`src/rtl/cpu_defs.sv`:
```
// Shared definitions for the EX-stage divider and the HI/LO write port.
// Holds the divider state encoding and the HI/LO write-enable codes.
package cpu_defs;

    typedef enum logic [1:0] {
        DIV_IDLE    = 2'd0,
        DIV_DIVZERO = 2'd1,
        DIV_ON      = 2'd2,
        DIV_END     = 2'd3
    } div_state_e;

    localparam logic [1:0] HILO_WE_BOTH = 2'b11;
    localparam logic [1:0] HILO_WE_NONE = 2'b00;

endpackage

```
`src/rtl/div_step.sv`:
```
// One radix-2 restoring division iteration: shift in a dividend bit and
// trial-subtract the divisor from the widened partial remainder.
module div_step #(
    parameter int WIDTH = 32
) (
    input  logic [WIDTH:0]   rem_i,
    input  logic [WIDTH-1:0] divisor_i,
    input  logic             bit_i,
    output logic [WIDTH:0]   rem_o,
    output logic             q_o
);

    logic [WIDTH+1:0] shifted_s;
    logic [WIDTH+1:0] diff_s;

    // Trial subtraction; the extra top bit of diff_s acts as the borrow/sign.
    always_comb begin
        shifted_s = {rem_i, bit_i};
        diff_s    = shifted_s - {2'b00, divisor_i};
        if (diff_s[WIDTH+1] == 1'b0) begin
            rem_o = diff_s[WIDTH:0];
            q_o   = 1'b1;
        end else begin
            rem_o = shifted_s[WIDTH:0];
            q_o   = 1'b0;
        end
    end

endmodule

```
`src/rtl/div_unit.sv`:
```
// Iterative radix-2 DIV/DIVU unit feeding the HI/LO register file.
// Works on magnitudes and fixes up signs when the final step completes.
module div_unit
    import cpu_defs::*;
#(
    parameter int WIDTH = 32,
    parameter int CNT_W = 6
) (
    input  logic             clk,
    input  logic             resetn,
    input  logic             start,
    input  logic             signed_div,
    input  logic [WIDTH-1:0] opdata1,
    input  logic [WIDTH-1:0] opdata2,
    input  logic             annul,
    output logic             busy,
    output logic             ready,
    output logic [1:0]       hilo_we,
    output logic [WIDTH-1:0] result_hi,
    output logic [WIDTH-1:0] result_lo
);

    localparam logic [CNT_W-1:0] LAST_STEP = CNT_W'(WIDTH - 1);

    div_state_e       state_q, state_d;
    logic [CNT_W-1:0] cnt_q, cnt_d;
    logic [WIDTH:0]   rem_q, rem_d;
    logic [WIDTH-1:0] quo_q, quo_d;
    logic [WIDTH-1:0] dsr_q, dsr_d;
    logic [WIDTH-1:0] raw_q, raw_d;
    logic             negq_q, negq_d;
    logic             negr_q, negr_d;
    logic [WIDTH-1:0] fin_hi_q, fin_hi_d;
    logic [WIDTH-1:0] fin_lo_q, fin_lo_d;
    logic [WIDTH-1:0] res_hi_q, res_hi_d;
    logic [WIDTH-1:0] res_lo_q, res_lo_d;

    logic [WIDTH:0]   step_rem_s;
    logic             step_q_s;
    logic [WIDTH-1:0] quo_next_s;

    // quo_q doubles as the dividend shift register: its MSB feeds the step
    // while quotient bits enter from the LSB side.
    div_step #(.WIDTH(WIDTH)) u_step (
        .rem_i     (rem_q),
        .divisor_i (dsr_q),
        .bit_i     (quo_q[WIDTH-1]),
        .rem_o     (step_rem_s),
        .q_o       (step_q_s)
    );

    assign quo_next_s = {quo_q[WIDTH-2:0], step_q_s};

    // Next-state and datapath control.
    always_comb begin
        state_d  = state_q;
        cnt_d    = cnt_q;
        rem_d    = rem_q;
        quo_d    = quo_q;
        dsr_d    = dsr_q;
        raw_d    = raw_q;
        negq_d   = negq_q;
        negr_d   = negr_q;
        fin_hi_d = fin_hi_q;
        fin_lo_d = fin_lo_q;
        res_hi_d = res_hi_q;
        res_lo_d = res_lo_q;
        case (state_q)
            DIV_IDLE: begin
                if (start && !annul) begin
                    raw_d  = opdata1;
                    negq_d = signed_div & (opdata1[WIDTH-1] ^ opdata2[WIDTH-1]);
                    negr_d = signed_div & opdata1[WIDTH-1];
                    quo_d  = (signed_div && opdata1[WIDTH-1]) ? -opdata1 : opdata1;
                    dsr_d  = (signed_div && opdata2[WIDTH-1]) ? -opdata2 : opdata2;
                    rem_d  = '0;
                    cnt_d  = '0;
                    if (opdata2 == '0) begin
                        state_d = DIV_DIVZERO;
                    end else begin
                        state_d = DIV_ON;
                    end
                end else begin
                    state_d = DIV_IDLE;
                end
            end
            DIV_DIVZERO: begin
                if (annul) begin
                    state_d = DIV_IDLE;
                end else begin
                    fin_lo_d = '1;
                    fin_hi_d = raw_q;
                    state_d  = DIV_END;
                end
            end
            DIV_ON: begin
                if (annul) begin
                    state_d = DIV_IDLE;
                end else begin
                    rem_d = step_rem_s;
                    quo_d = quo_next_s;
                    cnt_d = cnt_q + 1'b1;
                    if (cnt_q == LAST_STEP) begin
                        fin_lo_d = negq_q ? -quo_next_s : quo_next_s;
                        fin_hi_d = negr_q ? -step_rem_s[WIDTH-1:0] : step_rem_s[WIDTH-1:0];
                        state_d  = DIV_END;
                    end else begin
                        state_d = DIV_ON;
                    end
                end
            end
            DIV_END: begin
                state_d = DIV_IDLE;
                if (!annul) begin
                    res_hi_d = fin_hi_q;
                    res_lo_d = fin_lo_q;
                end else begin
                    res_hi_d = res_hi_q;
                    res_lo_d = res_lo_q;
                end
            end
            default: begin
                state_d = DIV_IDLE;
            end
        endcase
    end

    // State and datapath registers.
    always_ff @(posedge clk or negedge resetn) begin
        if (!resetn) begin
            state_q  <= DIV_IDLE;
            cnt_q    <= '0;
            rem_q    <= '0;
            quo_q    <= '0;
            dsr_q    <= '0;
            raw_q    <= '0;
            negq_q   <= 1'b0;
            negr_q   <= 1'b0;
            fin_hi_q <= '0;
            fin_lo_q <= '0;
            res_hi_q <= '0;
            res_lo_q <= '0;
        end else begin
            state_q  <= state_d;
            cnt_q    <= cnt_d;
            rem_q    <= rem_d;
            quo_q    <= quo_d;
            dsr_q    <= dsr_d;
            raw_q    <= raw_d;
            negq_q   <= negq_d;
            negr_q   <= negr_d;
            fin_hi_q <= fin_hi_d;
            fin_lo_q <= fin_lo_d;
            res_hi_q <= res_hi_d;
            res_lo_q <= res_lo_d;
        end
    end

    // An annul in END masks completion, so the new result only shows when it commits.
    always_comb begin
        busy  = (state_q != DIV_IDLE);
        ready = (state_q == DIV_END) && !annul;
        if (ready) begin
            hilo_we   = HILO_WE_BOTH;
            result_hi = fin_hi_q;
            result_lo = fin_lo_q;
        end else begin
            hilo_we   = HILO_WE_NONE;
            result_hi = res_hi_q;
            result_lo = res_lo_q;
        end
    end

endmodule

```
`config.mk`:
```
export PLATFORM = sky130hd
export DESIGN_NAME = div_unit
export DESIGN_NICKNAME = d
export VERILOG_FILES = /design/src/rtl/cpu_defs.sv /design/src/rtl/div_step.sv /design/src/rtl/div_unit.sv
export SDC_FILE = /design/constraint.sdc
export NUM_CORES = 1
export LEC_CHECK = 0
export ABC_AREA = 1
export ABC_CLOCK_PERIOD_IN_PS = 3610
export BUFFER_PORTS_ARGS = -buffer_cell sky130_fd_sc_hd__buf_2
export CAP_MARGIN = 40
export CORE_UTILIZATION = 55
export DETAILED_ROUTE_END_ITERATION = 10
export PLACE_DENSITY = 0.82
export SYNTH_ARGS = -nofsm -noshare
export SYNTH_HDL_FRONTEND = slang
export SYNTH_SLANG_ARGS = --single-unit
export TNS_END_PERCENT = 1
```
`constraint.sdc`:
```
create_clock -name clk -period 3.61 [get_ports clk]
set_input_delay 0.722 -clock clk [delete_from_list [all_inputs] [get_ports clk]]
set_output_delay 0.722 -clock clk [all_outputs]
set_load 0.01 [all_outputs]
```
==> impl_metrics.ini <==
[run_status]
status = completed

[worst_setup_path]
worst_r2r_path_depth = 21
cp_max_fo = 20
regToRegEndpoint = fin_hi_q[14]
critical_path.slowest_cell = sky130_fd_sc_hd__dfrtp_1
timing.critical_path.arrival_ns = 3.90
end_kind = flop
worstSetupEndpoint = fin_hi_q[14]
setup.worst_path.start = rem_q[6]
critical_path.startpoint_type = flop
criticalPathCategory = flop to flop
crit_path_cell_trace = ha_1 -> nand2_2 -> inv_2 -> a21oi_1 -> nand3_2 -> nand2_1 -> nand2_2 -> nand2_4 -> nand3_4 -> nand2_4 -> buf_12 -> nand2_1 -> nand2_2 -> ha_1 -> nand3_1 -> nor2_2 -> nand3_1 -> nand2_4 -> nor2_1 -> o21ai_2 -> nand2_1
reg2reg_slack_ns = 0.15
r2r_start = rem_q[6]
timing.critical_path.required_ns = 4.06
critical-path-max-stage-delay_ns = 0.42

[layout]
post_route_cells_drive_above_1_share_pct = 15.32
layout.cell_area.non_filler_sq_um = 19900
num-fill-cells = 2522
nets = 2703
synthToLayoutAreaGrowth_pct = 17.89
most_used_cells_in_the_layout_excluding_fill_and_tap_cells = sky130_fd_sc_hd__nand2_1 (743), sky130_fd_sc_hd__inv_1 (272), sky130_fd_sc_hd__dfrtp_1 (267)
area_of_combinational_cells_with_multiple_inputs_sq_um = 9055
seq_area_sq_um = 6681
layoutNonFillerInstCount = 3008
leading_cell_type_in_the_layout_fill_and_taps_excluded = sky130_fd_sc_hd__nand2_1

[sta]
final.setup_skew_ns = 0.01749
setup_viol = 0
timing_worst_slew_pin_value_ns = 0.9543
slew_viol_final = 0
clock.fmax_mhz = 289.4
layout_worst_path_cycle_share_pct = 95.72
setup_ws_ns = 0.1546
timing.final.crit_period_ns = 3.455
setup-tns-final_ns = 0
rsz_0062_raised_after_global_routing = true
timing_hold_violations_final = 0
worst_slew_margin_rel_pct = 36.31

[global_routing]
antenna_found_initial = 0
grt_pass1_vias = 16110
grt.total_usage_pct = 36.25
grt_overflow = 0
grt_max_degree = 108
grt_pass1_wl_mm = 87.89

[pwr]
vdd.ir_drop.worst_mv = 0.6011
total_leakage_power_nw = 10.25
pwr_density_cell_nw_per_um2 = 911.9
power.total_mw = 18.14

[placement]
port-buffer-count = 136
place.detailed.instances = 2940
place_worst_setup_slack_ns = -0.04638
post-dp-hpwl_mm = 42.56
gp_congestion = 0.9627
placement.cell_area_sq_um = 18370

[clock_tree]
htree_levels = 1
cts-buffers-inserted = 29
clock_root_buffer = sky130_fd_sc_hd__clkbuf_16
cts_tree = done
clkSinkCount = 267
clk_transition_reported_paths_ns = 0.06
insertion_delay_ns = 0.57
clockBufferDepth = 3

[yosys]
most_area_hungry_cell_type_in_the_yosys_netlist = sky130_fd_sc_hd__dfrtp_1
netlist.area_leader.share_pct = 39.59
sequential_share_of_the_synthesized_area_pct = 39.59
syn-num-nets = 2532
synth_area_per_cell_sq_um = 6.960
ys_top_cells_by_area = sky130_fd_sc_hd__dfrtp_1 (40%), sky130_fd_sc_hd__nand2_1 (17%), sky130_fd_sc_hd__o21ai_0 (6.7%)
yosysWarningCount = 0
synth_seq_cells = 267
post_synth_instance_area_sq_um = 16880
synth_cells = 2425
netlist-cell-type-count = 54

[routing]
routed_wl_mm = 57.75
antenna_left = 0
post_drt_via_cell_ratio = 5.868
dr_total_vias = 17650
firstDrtPassIters = 7
drtIter0Drc = 2277
avgRoutedWirePerCell_um = 19.20
drt_drc_violations_left = 0

[floorplanning]
fp-row-count = 63
die_area_sq_um = 31390
coreArea_sq_um = 29870
floorplan.io_pins = 137
fp.dieW_um = 177.2
die_height_um = 177.2
floorplan.initialDensity_pct = 56.49

[job]
max_cap_viol_count = 0

[hold_path]
worstHoldPathType = input pin to flop
holdCritStartpoint = opdata1[31]
==> state kept, by name (all words and copies together), names as in the netlist <==
register  flops
cnt_q         6
dsr_q        32
fin_hi_q     32
fin_lo_q     32
negq_q        1
negr_q        1
quo_q        32
raw_q        32
rem_q        33
res_hi_q     32
res_lo_q     32
state_q       2
==> final cells by class <==
type	count	share of cell area, %
Inverter	290	5.471
Antenna cell	1	0.01258
Sequential cell	267	33.58
Tap cell	390	2.453
Multi-Input combinational cell	1772	45.51
Timing Repair Buffer	236	7.810
Clock buffer	40	4.257
Clock inverter	12	0.9055
==> through the flow <==
step	hold WS, ns	utilization, %
after floorplan	0.4264	-
after global placement	0.4489	61.39
after detailed placement	0.4532	61.49
after CTS	0.4267	65.02
after global routing	0.4483	66.59
final	0.4376	66.60
==> power by group <==
| part | switching (mW) | total [mW] | internal [mW] |
|---|---|---|---|
| combinational | 7.27 | 11.0 | 3.77 |
| sequential | 0.444 | 3.89 | 3.45 |
| clock | 1.29 | 3.22 | 1.92 |
==> kinds of logic (layout without fill, tap and decap cells) <==
family / after synthesis / after routing / share of synthesized area [%]
flip-flops: 267 / 267 / 39.59
AND/OR/NAND/NOR: 1242 / 1244 / 31.02
adder cells (fa/ha/maj): 38 / 38 / 2.862
AO/OA/AOI/OAI: 429 / 429 / 14.30
XOR/XNOR: 60 / 60 / 3.114
other: 0 / 1 / 0
buffers and inverters: 388 / 578 / 9.059
multiplexers: 1 / 1 / 0.05931
==> repair_timing <==
item / in CTS / in global routing
gates cloned: 0 / 4
hold buffers: 1 / 0
resized for setup: 2 / 64
buffers inserted: 1 / 9
endpoints found under the setup margin: 2 / 30
pin swaps: 1 / 11
endpoints found under the hold margin: 18 / 0
==> how the worst min path moves through the flow <==
stage          slack (ns)  cells after the start      endpoint
2_1_floorplan        0.43                      0      cnt_q[0]
5_1_grt              0.45                      3      raw_q[4]
6_report             0.44                      3     raw_q[31]
3_5_place_dp         0.45                      2  res_hi_q[22]
3_3_place_gp         0.45                      2  res_hi_q[25]
4_1_cts              0.43                      3     raw_q[31]
==> critical path: cells and delay by family, from the launching register on <==
family,cells,cell delay (ns)
AOI/OAI and AO/OA,2,0.38
adders and majority gates,2,0.55
buffers and inverters,2,0.22
DFF,1,0.42
and+or+nand+nor,15,1.75
==> per-layer routing <==
layer	up-vias	track usage (%)	wire length (um)
li1	8198	-	-
met1	8326	53.87	25200
met2	1018	52.46	24060
met3	108	9.515	7183
met4	0	8.010	1308
met5	-	0	0
==> cell usage after synthesis, drive strengths merged <==
master,number
nand2,771
inv,286
dfrtp,267
o21ai,250
nor2,235
nand3,140
clkbuf,70
a21oi,69
xor2,45
ha,37
nor3,37
o22ai,35
buf,28
nand4,25
o221ai,17
a31oi,16
nor4,15
xnor2,15
o211ai,14
o31ai,11
nand3b,9
o21bai,5
a22oi,4
clkinv,4
or2,4
a32oi,3
and2,3
nor3b,2
a21boi,1
a21o,1
a22o,1
a31o,1
and3,1
fa,1
mux2i,1
o41ai,1
No activity file was read; power rests on OpenSTA's default activity.
